===== src/rtl/bcd_entry_to_binary_pkg.sv =====
// Shared definitions for the two-digit decimal entry path.
// Holds the state encoding, BCD limits and the width of the decoded decimal value.
package bcd_entry_to_binary_pkg;

    localparam int ST_W    = 3;
    localparam int BCD_MAX = 9;
    localparam int DEC_W   = 7;

    localparam logic [ST_W-1:0] S_EMPTY = 3'd0;
    localparam logic [ST_W-1:0] S_ONE   = 3'd1;
    localparam logic [ST_W-1:0] S_TWO   = 3'd2;
    localparam logic [ST_W-1:0] S_CONV  = 3'd3;
    localparam logic [ST_W-1:0] S_HOLD  = 3'd4;
    localparam logic [ST_W-1:0] S_ERR   = 3'd5;

    typedef enum logic [ST_W-1:0] {
        ST_EMPTY = S_EMPTY,
        ST_ONE   = S_ONE,
        ST_TWO   = S_TWO,
        ST_CONV  = S_CONV,
        ST_HOLD  = S_HOLD,
        ST_ERR   = S_ERR
    } state_t;

    function automatic logic is_bcd(input logic [3:0] d);
        return d <= 4'(BCD_MAX);
    endfunction

endpackage


===== src/rtl/bcd_entry_to_binary_bcd2.sv =====
// Two BCD digits to binary: tens*10 + ones, built as (t<<3)+(t<<1)+o.
// Inputs are assumed to be valid BCD, so the result never exceeds 99.
module bcd2_to_bin
    import bcd_entry_to_binary_pkg::*;
(
    input  logic [3:0]       i_tens,
    input  logic [3:0]       i_ones,
    output logic [DEC_W-1:0] o_value
);

    logic [DEC_W-1:0] w_tens;
    logic [DEC_W-1:0] w_ones;

    assign w_tens  = DEC_W'(i_tens);
    assign w_ones  = DEC_W'(i_ones);
    assign o_value = (w_tens << 3) + (w_tens << 1) + w_ones;

endmodule


===== src/rtl/bcd_entry_to_binary.sv =====
// Keypad-style decimal entry: shifts in up to two BCD digits, converts on enter,
// and delivers the binary operand over a valid/ready handshake.
module bcd_entry_to_binary
    import bcd_entry_to_binary_pkg::*;
#(
    parameter int WIDTH     = 4,
    parameter int MAX_VALUE = 15
) (
    input  logic             clk,
    input  logic             rst_n,
    input  logic [3:0]       digit_in,
    input  logic             digit_stb,
    input  logic             enter_stb,
    input  logic             clear_stb,
    output logic [3:0]       d_tens,
    output logic [3:0]       d_ones,
    output logic [WIDTH-1:0] operand,
    output logic             operand_valid,
    input  logic             operand_ready,
    output logic             err
);

    state_t           r_state;
    logic [3:0]       r_tens;
    logic [3:0]       r_ones;
    logic [WIDTH-1:0] r_operand;
    logic             r_valid;
    logic             r_err;

    state_t           w_state_nx;
    logic [3:0]       w_tens_nx;
    logic [3:0]       w_ones_nx;
    logic [WIDTH-1:0] w_operand_nx;
    logic             w_valid_nx;
    logic             w_err_nx;
    logic [DEC_W-1:0] w_value;
    logic             w_in_range;

    bcd2_to_bin u_bcd2_to_bin (
        .i_tens  (r_tens),
        .i_ones  (r_ones),
        .o_value (w_value)
    );

    assign w_in_range = (w_value <= DEC_W'(MAX_VALUE));

    always_ff @(posedge clk or negedge rst_n) begin
        if (!rst_n) begin
            r_state   <= ST_EMPTY;
            r_tens    <= '0;
            r_ones    <= '0;
            r_operand <= '0;
            r_valid   <= 1'b0;
            r_err     <= 1'b0;
        end else begin
            r_state   <= w_state_nx;
            r_tens    <= w_tens_nx;
            r_ones    <= w_ones_nx;
            r_operand <= w_operand_nx;
            r_valid   <= w_valid_nx;
            r_err     <= w_err_nx;
        end
    end

    always_comb begin
        w_state_nx   = r_state;
        w_tens_nx    = r_tens;
        w_ones_nx    = r_ones;
        w_operand_nx = r_operand;
        w_valid_nx   = r_valid;
        w_err_nx     = r_err;

        // HOLD is checked before clear: an offered operand is never withdrawn.
        if (r_state == ST_HOLD) begin
            if (operand_ready && r_valid) begin
                w_valid_nx = 1'b0;
                w_tens_nx  = '0;
                w_ones_nx  = '0;
                w_state_nx = ST_EMPTY;
            end
        end else if (clear_stb) begin
            w_tens_nx  = '0;
            w_ones_nx  = '0;
            w_err_nx   = 1'b0;
            w_state_nx = ST_EMPTY;
        end else begin
            case (r_state)
                ST_EMPTY, ST_ONE, ST_TWO: begin
                    // Enter wins over a simultaneous digit; the digit is dropped.
                    if (enter_stb && r_state != ST_EMPTY) begin
                        w_state_nx = ST_CONV;
                    end else if (digit_stb) begin
                        if (is_bcd(digit_in)) begin
                            w_tens_nx  = r_ones;
                            w_ones_nx  = digit_in;
                            w_state_nx = (r_state == ST_EMPTY) ? ST_ONE : ST_TWO;
                        end else begin
                            w_err_nx   = 1'b1;
                            w_state_nx = ST_ERR;
                        end
                    end
                end
                ST_CONV: begin
                    if (w_in_range) begin
                        w_operand_nx = WIDTH'(w_value);
                        w_valid_nx   = 1'b1;
                        w_state_nx   = ST_HOLD;
                    end else begin
                        w_err_nx   = 1'b1;
                        w_state_nx = ST_ERR;
                    end
                end
                ST_ERR: begin
                    w_err_nx = 1'b1;
                end
                default: begin
                    w_state_nx = ST_EMPTY;
                end
            endcase
        end
    end

    assign d_tens        = r_tens;
    assign d_ones        = r_ones;
    assign operand       = r_operand;
    assign operand_valid = r_valid;
    assign err           = r_err;

endmodule


===== config.mk =====
export PLATFORM = sky130hd
export DESIGN_NAME = bcd_entry_to_binary
export DESIGN_NICKNAME = d
export VERILOG_FILES = /design/src/rtl/bcd_entry_to_binary_pkg.sv /design/src/rtl/bcd_entry_to_binary_bcd2.sv /design/src/rtl/bcd_entry_to_binary.sv
export SDC_FILE = /design/constraint.sdc
export NUM_CORES = 1
export LEC_CHECK = 0
export BUFFER_PORTS_ARGS = -buffer_cell sky130_fd_sc_hd__buf_4
export CORE_MARGIN = 2
export CORE_UTILIZATION = 53
export CTS_CLUSTER_DIAMETER = 60
export DETAILED_ROUTE_END_ITERATION = 10
export GPL_ROUTABILITY_DRIVEN = 0
export PLACE_DENSITY_LB_ADDON = 0.2
export SYNTH_ARGS = -nofsm -noshare
export SYNTH_HDL_FRONTEND = slang
export SYNTH_HIERARCHICAL = 1
export SYNTH_SLANG_ARGS = --single-unit

===== constraint.sdc =====
create_clock -name clk -period 3.6 [get_ports clk]
set_input_delay 0.9 -clock clk [delete_from_list [all_inputs] [get_ports clk]]
set_output_delay 0.9 -clock clk [all_outputs]
set_load 0.01 [all_outputs]

==> flow_results.org <==
** Routing
- Number of vias per cell after detailed routing :: 5.82
- The first TritonRoute pass finished after 4 iterations.
- For this block, the routed nets add up to 2480 µm of wire.
- Routed wirelength normalized by instance count :: 15.2 µm
- DR vias :: 949
- In the routed design, unresolved DRC markers number 0.
- The count of nets left with antenna violations once routing finished came out at 0.
- After the first detailed-routing iteration, the DRC count stood at 31.

** Layout
- The post-route netlist has 26.7% of its cells at a drive strength greater than 1.
- From synthesis to final layout, the design area changed by 15.8%.
- Area taken by flip-flops and latches :: 425 µm²
- Commonest non-fill, non-tap cell in the layout :: buf_4
- Post-route non-filler standard cell count :: 163
- Area of combinational cells with multiple inputs :: 649 µm²
- Top library cells by usage in the layout, fill and taps aside :: buf_4, dfrtp_1, inv_1
- At the end of the flow, the number of nets in the layout was 155.
- Count of filler cells inserted in the layout :: 191
- Antenna fix cells :: 0

** Worst hold path
- Type of the worst min-delay path :: primary input to asynchronous set/reset pin

** STA
- Between clock sinks in the finished design, the worst skew comes to 0.000712 ns.
- Achievable frequency :: 311 MHz
- Setup violations remaining at the end of the flow were counted as 0.
- In the final timing run, aggregate negative setup slack is 0 ns.
- Hold Fails Final Rpt :: 0
- Final max-slew violation count :: 0
- At the pin with the least slew margin, the transition time is 0.782 ns.
- Unrepaired setup endpoints after global routing :: no
- After layout, the worst path uses 89.2% of the clock period.
- Time the worst path needs with I/O delays and setup :: 3.21 ns
- The worst pin sits at a relative slew slack of 47.3%.

** Setup path
- The signal on the critical path passes through inv_1 -> fa_1 -> fa_1 -> nand2b_1 -> a21oi_2 -> xor2_1 -> or3_1 -> or3_1 -> mux2_4.
- Crit end category :: flip-flop
- Largest stage delay, worst path :: 0.54 ns
- Measured in cells, the most critical reg-to-reg path has a length of 9.
- In this run the number of cells on the critical path is 9.
- Required time of the critical path :: 3.78 ns
- The number of buffers and inverters on the critical path is 1.
- Critical Path AT :: 3.40 ns
- Crit Path Category :: flip-flop to flip-flop
- The worst setup path is launched from a flip-flop.
- The kind of cell with the highest combined delay along the critical path is simple AND/OR/NAND/NOR gates.
- Of all nets on the critical path, the largest fanout is 6.
- Worst-path cell with the longest stage delay :: or3_1

** Floorplan
- Starting utilization of the core area :: 54.5%
- The die covers 2600 µm².
- After floorplanning, the core was sized to cover 2150 µm².
- The die is 51.0 µm tall.
- Die outline width :: 51.0 µm
- 24 I/O pins were placed.
- Row generation in the floorplan step produced 17 rows.

** CTS
- TritonCTS buffer count :: 3
- Once the clock tree was built, the setup fixing pass inserted 0 buffers.
- Once the clock tree was built, the resizer swapped 0 gates to a different size.
- TritonCTS clock tree :: built
- CTS Sinks :: 17
- Clock-pin transition on the worst setup and hold timing paths :: 0.10 ns
- Skew-Pair Late Insertion Delay :: 0.29 ns
- Maximum level of the CTS H-tree :: 1
- Root buffer selected by CTS :: clkbuf_4
- Max clock buf depth :: 2
- Number of buffers inserted for hold repair after clock tree synthesis :: 0

** Synthesis
- Number of flops mapped to enable cells by yosys :: 0
- Of the total synthesized cell area, the portion taken by full adders, half adders and majority gates is 11.8%.
- Simple-gate share of the synthesized area :: 17.8%
- Share of cell area taken by muxes after synthesis :: 5.13%
- Yosys synthesis warning count :: 6
- After synthesis, the largest family of logic cells by area is compound AO/OA/AOI/OAI gates.
- After synthesis, the netlist uses 36 different library cells.
- Post-synthesis share of cell area spent on xor and xnor gates :: 2.99%
- Mapped Area :: 1170 µm²
- Post-Syn Instances :: 114
- Share of flip-flops with an asynchronous set or reset :: 100%
- Synth Area per Inst :: 10.3 µm²
- Sequential fraction of the synthesis area :: 36.4%
- The most used flip-flop cell after synthesis is dfrtp_1.
- Fraction of the mapped netlist area in compound gates :: 17.9%
- Total nets after synthesis :: 133
- Count of state elements after synthesis :: 17

** Power
- For this design the static power due to leakage is 0.725 nW.
- IR analysis of the VDD net gives a maximum drop of 0.371 mV.
- Pwr/cell area :: 534 nW/µm²

** Place
- In this run the tool buffered the top-level ports with 23 buffer cells.
- Number of placed instances, taps included :: 159
- HPWL reported at the end of detailed placement :: 1790 µm

** GRT
- Largest net degree at the start of global routing :: 18
- Gr usage total :: 20.5%
- Residual overflow from global routing :: 0
- The number of global-route vias before repair came to 873.
- First-pass GRT wire length :: 4080 µm
- The initial antenna violation count was 0.

** Run
- Max-cap violations in this run came to 0.

** Status
- Run status :: finished clean
-- sequential cells by signal, indices dropped and copies added (netlist names) --
signal	flops
operand_valid	1
d_ones	4
operand	4
r_state	3
err	1
d_tens	4
-- final cells by class --
cell class	count	share of cell area, %
clock buffers	3	1.66
flip-flops and latches	17	31.4
well taps	28	2.59
clock inverters	1	0.369
inverters	12	3.32
multi-input cells	79	47.9
repair buffers	23	12.7
-- worst reg2reg max path, cell delays in order (launching register included) --
cell and delay (ns):
dfrtp_1 0.44, inv_1 0.09, fa_1 0.52, fa_1 0.47, nand2b_1 0.18, a21oi_2 0.13, xor2_1 0.09, or3_1 0.30
or3_1 0.54, mux2_4 0.35
-- final timing paths --
| kind | startpoint | end | slack (ns) |
|---|---|---|---|
| max in group asynchronous | rst_n | r_state[2]$_DFFE_PN0P_ | 2.96 |
| min | rst_n | operand[3]$_DFFE_PN0P_ | 0.45 |
| min reg2reg | operand_valid$_DFFE_PN0P_ | operand_valid$_DFFE_PN0P_ | 0.52 |
| min in group clk | operand_valid$_DFFE_PN0P_ | operand_valid$_DFFE_PN0P_ | 0.52 |
| max reg2reg | d_tens[0]$_DFFE_PN0P_ | operand[1]$_DFFE_PN0P_ | 0.39 |
| max | d_tens[0]$_DFFE_PN0P_ | operand[1]$_DFFE_PN0P_ | 0.39 |
-- power breakdown --
part / total (mW) / internal (mW) / switching [mW]
Sequential: 0.320 / 0.240 / 0.0806
Combinational: 0.300 / 0.152 / 0.148
Clock: 0.103 / 0.0413 / 0.0621
Total: 0.724 / 0.433 / 0.291
-- stage by stage --
stage	setup WS [ns]	total power, mW	instance area (µm²)	hold WS [ns]	utilization [%]
5_1_grt	0.231	0.773	1360	0.457	63.1
2_1_floorplan	0.555	0.534	1170	0.523	-
3_3_place_gp	0.473	0.616	1330	0.501	61.8
4_1_cts	0.372	0.728	1360	0.455	63.1
3_5_place_dp	0.390	0.622	1330	0.500	61.8
6_report	0.388	0.724	1360	0.454	63.1
-- synth_stat cells (2+ instances only) --
library cell,number,share of area (%)
a21o_1,2,1.3
a21oi_2,2,1.5
a221o_1,8,6.8
a31oi_1,3,1.6
and3_1,8,4.3
buf_6,3,2.9
dfrtp_1,17,36
fa_1,2,3.4
ha_1,7,7.5
inv_1,12,3.8
mux2_4,4,5.1
nand2_1,8,2.6
nor2_1,4,1.3
nor3_2,2,1.7
o21ai_0,5,2.1
or3_1,5,2.7
xnor2_1,2,1.5
xor2_1,2,1.5
-- logic make-up after synthesis --
group / after synthesis
DFF: 17
adders and majority gates: 10
xor gates and xnor gates: 4
and+or+nand+nor: 35
muxes: 4
buffers and inverters: 18
AOI/OAI and AO/OA: 26
-- metal layers --
metal / vias to the layer above / track usage [%] / part of all wire, %
li1: 462 / - / -
met1: 459 / 25.9 / 45
met2: 26 / 36.4 / 51
met3: 2 / 3.80 / 4.1
met4: 0 / 4.05 / 0.44
met5: - / 0 / 0
No activity file was read; power rests on OpenSTA's default activity.
